File: src/rtl/pc_pkg.sv
// Shared types for the fetch program counter: op encoding and the priority decode of the control inputs.
// The optional error-reporting build is selected with the PC_STACK_ERR_EN macro.
package pc_pkg;

  localparam int ADDR_W_DEF = 8;

  typedef enum logic [2:0] {
    PC_HOLD,
    PC_INC,
    PC_SKIP,
    PC_JUMP,
    PC_CALL,
    PC_RET
  } pc_op_t;

  // Stall beats everything, and call beats ret when both are asserted.
  function automatic pc_op_t pc_decode(
    input logic en,
    input logic call,
    input logic ret,
    input logic sel_pc,
    input logic sel_br
  );
    pc_op_t op;
    op = PC_INC;
    if (!en) begin
      op = PC_HOLD;
    end else if (call) begin
      op = PC_CALL;
    end else if (ret) begin
      op = PC_RET;
    end else if (sel_pc) begin
      op = PC_JUMP;
    end else if (sel_br) begin
      op = PC_SKIP;
    end
    return op;
  endfunction

endpackage

File: src/rtl/pc_ret_stack.sv
// Return-address LIFO with a wrapping top pointer. With PC_STACK_ERR_EN a push on a full stack is
// dropped; without it the stack is circular and the push overwrites the oldest entry.
module pc_ret_stack #(
  parameter int W     = 8,
  parameter int DEPTH = 4
) (
  input  logic                     clk,
  input  logic                     i_rst_n,
  input  logic                     i_push,
  input  logic                     i_pop,
  input  logic [W-1:0]             i_wdata,
  output logic [W-1:0]             o_rdata,
  output logic [$clog2(DEPTH):0]   o_sp,
  output logic                     o_full,
  output logic                     o_empty
);

  localparam int PTR_W = $clog2(DEPTH);
  localparam int SP_W  = PTR_W + 1;

  logic [W-1:0]     r_mem [DEPTH];
  logic [PTR_W-1:0] r_top;
  logic [SP_W-1:0]  r_sp;
  logic [PTR_W-1:0] w_rd_ptr;
  logic             w_full;
  logic             w_empty;
  logic             w_wr_en;
  logic             w_rd_en;

  assign w_full   = (r_sp == SP_W'(DEPTH));
  assign w_empty  = (r_sp == '0);
  assign w_rd_ptr = r_top - 1'b1;

`ifdef PC_STACK_ERR_EN
  assign w_wr_en = i_push && !w_full;
`else
  // When full, r_top already points at the oldest entry, so writing there overwrites it.
  assign w_wr_en = i_push;
`endif
  assign w_rd_en = i_pop && !i_push && !w_empty;

  // The top entry must be visible in the same cycle a return is decoded.
  assign o_rdata = r_mem[w_rd_ptr];

  always_ff @(posedge clk) begin
    if (w_wr_en) begin
      r_mem[r_top] <= i_wdata;
    end
  end

  always_ff @(posedge clk) begin
    if (!i_rst_n) begin
      r_top <= '0;
      r_sp  <= '0;
    end else if (w_wr_en) begin
      r_top <= r_top + 1'b1;
      if (!w_full) begin
        r_sp <= r_sp + 1'b1;
      end
    end else if (w_rd_en) begin
      r_top <= w_rd_ptr;
      r_sp  <= r_sp - 1'b1;
    end
  end

  assign o_sp    = r_sp;
  assign o_full  = w_full;
  assign o_empty = w_empty;

endmodule

File: src/rtl/pc_call_stack.sv
// Fetch program counter with stall, jump, skip, call and return. The sticky {overflow, underflow}
// err port exists only when PC_STACK_ERR_EN is defined.
module pc_call_stack
  import pc_pkg::*;
#(
  parameter int ADDR_W      = ADDR_W_DEF,
  parameter int STACK_DEPTH = 4,
  parameter int RESET_VEC   = 0,
  parameter int SKIP_INC    = 2
) (
  input  logic                          clk,
  input  logic                          reset,
  input  logic                          en,
  input  logic                          sel_pc,
  input  logic                          sel_br,
  input  logic                          call,
  input  logic                          ret,
  input  logic [ADDR_W-1:0]             K,
  output logic [ADDR_W-1:0]             out,
  output logic [$clog2(STACK_DEPTH):0]  sp,
  output logic                          full,
  output logic                          empty
`ifdef PC_STACK_ERR_EN
  ,
  output logic [1:0]                    err
`endif
);

  logic [ADDR_W-1:0] r_pc;
  logic [ADDR_W-1:0] w_pc_inc;
  logic [ADDR_W-1:0] w_rdata;
  logic              w_full;
  logic              w_empty;
  logic              w_push;
  logic              w_pop;
  pc_op_t            w_op;

  assign w_op     = pc_decode(en, call, ret, sel_pc, sel_br);
  assign w_pc_inc = r_pc + 1'b1;
  assign w_push   = (w_op == PC_CALL);
  assign w_pop    = (w_op == PC_RET) && !w_empty;

  pc_ret_stack #(
    .W     (ADDR_W),
    .DEPTH (STACK_DEPTH)
  ) u_stack (
    .clk     (clk),
    .i_rst_n (reset),
    .i_push  (w_push),
    .i_pop   (w_pop),
    .i_wdata (w_pc_inc),
    .o_rdata (w_rdata),
    .o_sp    (sp),
    .o_full  (w_full),
    .o_empty (w_empty)
  );

  always_ff @(posedge clk) begin
    if (!reset) begin
      r_pc <= ADDR_W'(RESET_VEC);
    end else begin
      case (w_op)
        PC_HOLD: r_pc <= r_pc;
        PC_SKIP: r_pc <= r_pc + ADDR_W'(SKIP_INC);
        PC_JUMP: r_pc <= K;
        PC_CALL: r_pc <= K;
        // A return with nothing on the stack degrades to a plain increment.
        PC_RET:  r_pc <= w_empty ? w_pc_inc : w_rdata;
        default: r_pc <= w_pc_inc;
      endcase
    end
  end

`ifdef PC_STACK_ERR_EN
  logic [1:0] r_err;

  always_ff @(posedge clk) begin
    if (!reset) begin
      r_err <= 2'b00;
    end else begin
      if (w_op == PC_CALL && w_full) begin
        r_err[1] <= 1'b1;
      end
      if (w_op == PC_RET && w_empty) begin
        r_err[0] <= 1'b1;
      end
    end
  end

  assign err = r_err;
`endif

  assign out   = r_pc;
  assign full  = w_full;
  assign empty = w_empty;

endmodule

File: config.mk
export PLATFORM = sky130hd
export DESIGN_NAME = pc_call_stack
export DESIGN_NICKNAME = d
export VERILOG_FILES = /design/src/rtl/pc_pkg.sv /design/src/rtl/pc_ret_stack.sv /design/src/rtl/pc_call_stack.sv
export SDC_FILE = /design/constraint.sdc
export NUM_CORES = 1
export LEC_CHECK = 0
export CAP_MARGIN = 20
export CORE_MARGIN = 1.5
export CORE_UTILIZATION = 30
export CTS_CLUSTER_SIZE = 28
export DETAILED_ROUTE_END_ITERATION = 7
export HOLD_SLACK_MARGIN = 0.12
export PLACE_DENSITY = 0.54
export SYNTH_ARGS = -nofsm -noshare
export SYNTH_HDL_FRONTEND = slang
export SYNTH_HIERARCHICAL = 1
export SYNTH_SLANG_ARGS = --single-unit
File: constraint.sdc
create_clock -name clk -period 2.2 [get_ports clk]
set_input_delay 0.33 -clock clk [delete_from_list [all_inputs] [get_ports clk]]
set_output_delay 0.33 -clock clk [all_outputs]
set_load 0.02 [all_outputs]
==> flow_summary.json, run 1 <==
{
  "finClkSkew_ns": 0.00789,
  "synth_ff_type": "edfxtp_1",
  "wl_per_cell_um": 15.9,
  "cts_resized": 1,
  "die_area_um2": 8350,
  "hold_violations": 0,
  "netlist_area_um2": 2340,
  "p_sw_uw": 519,
  "cts.path.max_buffers": 2,
  "cap_violations": 0,
  "die_y_um": 91.4,
  "vias": 1637,
  "utilization_pct": 37.8,
  "critPathCaptureType": "output port",
  "grt_pass1_vias": 1661,
  "cts-root-buf": "clkbuf_8",
  "dp_hpwl_mm": 3.87,
  "crit_buf_inv": 1,
  "fin_crit_ns": 2.03,
  "min_period_over_period_pct": 92.4,
  "sw_frac_of_total_pct": 27.9,
  "cp_slowest_stage_delay_ns": 0.60,
  "design_area_um2": 2890,
  "p_comb_share_pct": 19.4,
  "initial_core_util_pct": 30.6,
  "coreArea_um2": 7650,
  "postPlaceCellArea_um2": 2800,
  "syn_nets": 212,
  "seqPwrFrac_pct": 52.7,
  "place_congestion": 0.780,
  "worstHoldPathType": "flop to flop",
  "firstDrtPassIters": 4,
  "reg2reg_depth": 6,
  "drive_gt1_share_pct": 18.6,
  "grt_pass1_wl_mm": 8.87,
  "p_per_area_nw_per_um2": 644,
  "critPathMaxFanout": 6,
  "synthArstFlopShare_pct": 0,
  "tightestPinTransition_ns": 0.472,
  "synthTopCellsByArea": "edfxtp_1 41%, dfxtp_1 11%, mux4_2 7.7%, ha_1 3.2%, nand2_1 2.4%",
  "slew_headroom_pct": 68.5,
  "cp_top_family": "buffers and inverters",
  "slew_viol_final": 0,
  "grt_max_degree": 16,
  "ios": 28,
  "numCtsBuffers": 5,
  "rsz0062_at_grt": "no",
  "leakage_uw": 0.000977,
  "cts_hold_buffers": 0,
  "avgViaCountPerCell": 4.92,
  "io_buffers": 27,
  "r2r_slack_ns": 0.17,
  "status": "finished, final reports clean",
  "worstSetupStartpointType": "flop",
  "clock_sinks": 45,
  "path_cells": "nor2_1 > and2_1 > clkdlybuf4s50_1",
  "dr.first_iter.drc_count": 50,
  "syn2layout_area_growth_pct": 23.4,
  "syn_inst": 190,
  "setup_viol": 0,
  "overflow": 0,
  "slowest_stage": "clkdlybuf4s50_1",
  "min_path_cells": 2,
  "p_total_uw": 1860,
  "setup_tns_ns": 0,
  "antenna_left": 0,
  "crit_arrival_ns": 1.70,
  "track_usage_pct": 14.0,
  "clkPwrFrac_pct": 27.9,
  "yosysTopAreaCell": "edfxtp_1",
  "synth_edf_count": 32,
  "cts.clk_slew.worst_paths_ns": 0.08,
  "fin_nets": 252,
  "timing.fmax_mhz": 492,
  "post-cts-setup-buffers": 0,
  "die_width_um": 91.4,
  "syn_area_per_cell_um2": 12.3,
  "synth_top_area_share_pct": 41.0,
  "rows": 32,
  "ys_ff_latch": 45,
  "fillers": 777,
  "hold_slack_ns": 0.540,
  "insertion_delay_ns": 0.30,
  "ys_warn_count": 6,
  "cts_tree": "built",
  "n_antenna_cell": 0,
  "cp.required_ns": 1.87,
  "crit_cells": 3,
  "synthDistinctLibCells": 53,
  "htreeDepth": 2,
  "p_int_uw": 1340,
  "synth-seq-area-share_pct": 52.1,
  "wl_mm": 5.31,
  "antenna_found_initial": 0,
  "drc": 0,
  "ir_drop_mv": 0.235,
  "worst-setup-path-type": "flop to output port"
}
## state kept, by name, summed over array words and instances (netlist names)
| signal | count |
|---|---|
| u_stack/r_mem | 32 |
| u_stack/o_sp | 3 |
| u_stack/r_top | 2 |
| out | 8 |
## cell usage after synthesis, types with 2 or more instances
library cell  number
mux4_2             8
inv_1              7
mux2i_1            2
or2_2              2
xnor2_1            5
a31o_2             2
o21ai_0           10
nand3_1            5
nand2b_1           2
a31oi_1            6
xor2_1             3
dfxtp_1           13
nor3_1             6
a21oi_1            5
ha_1               6
clkbuf_1           3
nand2_1           15
o21a_1             5
nor2_1             7
and2_1             8
a221oi_1           4
and3_1             2
buf_2              3
edfxtp_1          32
## tightest hold or removal path, stage by stage (launching register included)
cell	delay, ns
dfxtp_1	0.37
nand2_1	0.07
mux2i_1	0.05
## final timing paths
path,from,end
worst max-delay path,u_stack/o_sp[0]$_SDFFE_PN0P_,full
worst max register to register,u_stack/r_top[1]$_SDFFE_PN0P_,out[2]$_SDFFE_PN0P_
worst min-delay path,u_stack/o_sp[2]$_SDFFE_PN0P_,u_stack/o_sp[2]$_SDFFE_PN0P_
worst min register to register,u_stack/o_sp[2]$_SDFFE_PN0P_,u_stack/o_sp[2]$_SDFFE_PN0P_
## cell type report
class                      instances  area, µm²  share of cell area, %
inverter                           8       30.0                   1.04
timing repair buffer              41        374                   12.9
multi-input combinational        129       1050                   36.3
tap                              102        128                   4.41
clock buffer                       5       68.8                   2.38
sequential                        45       1220                   42.2
clock inverter                     3       20.0                  0.692
## per-stage QoR
step | std cells | setup WS (ns)
global route | 333 | 0.0155
detailed placement | 325 | 0.103
finish | 333 | 0.166
floorplan | 190 | 0.0771
global placement | 325 | 0.106
CTS | 333 | 0.154
## cell usage in the layout, fill, tap and decap left out, types with 2 or more instances in the layout
master / n
a31o_2: 2
nand3_1: 5
nor2_1: 7
a31oi_1: 6
a21oi_1: 5
inv_1: 7
or2_2: 2
mux2i_1: 2
edfxtp_1: 32
xnor2_1: 5
clkdlybuf4s50_1: 26
o21ai_0: 10
mux4_2: 8
and3_1: 2
nand2_1: 15
ha_1: 6
clkbuf_8: 5
xor2_1: 3
o21a_1: 5
nand2b_1: 2
clkinv_1: 2
a221oi_1: 4
nor3_1: 6
and2_1: 8
buf_4: 14
dfxtp_1: 13
## logic make-up after synthesis
family,after synthesis,share of synthesized area [%]
muxes,10,8.54
xor gates and xnor gates,8,2.99
and+or+nand+nor,56,13.9
buffers and inverters,16,3.10
adders and majority gates,7,4.06
DFF,45,52.1
AOI/OAI and AO/OA,48,15.3
## power by group through the flow
stage	registers (µW)	logic, µW	clock network, µW
after floorplan	1010	202	0
after global placement	999	367	0
after detailed placement	1000	367	0
after CTS	981	367	541
after global routing	987	399	567
final	980	362	519
## routing by layer
layer	vias to the layer above	routed length, µm	part of all wire [%]	global-route usage, %
met5	-	0	0	0
met4	0	59	1.1	4.30
met3	7	136	2.6	2.43
met2	29	2630	49	22.8
met1	792	2480	47	18.8
li1	809	-	-	-
Note: power is estimated with default switching activity, not from simulation.
==> run 2: changes to the inputs <==
Settings changed: CTS_CLUSTER_SIZE 28 to 24.
==> results of run 2 <==
The final DEF is identical to that of run 1; final timing and power are the same.
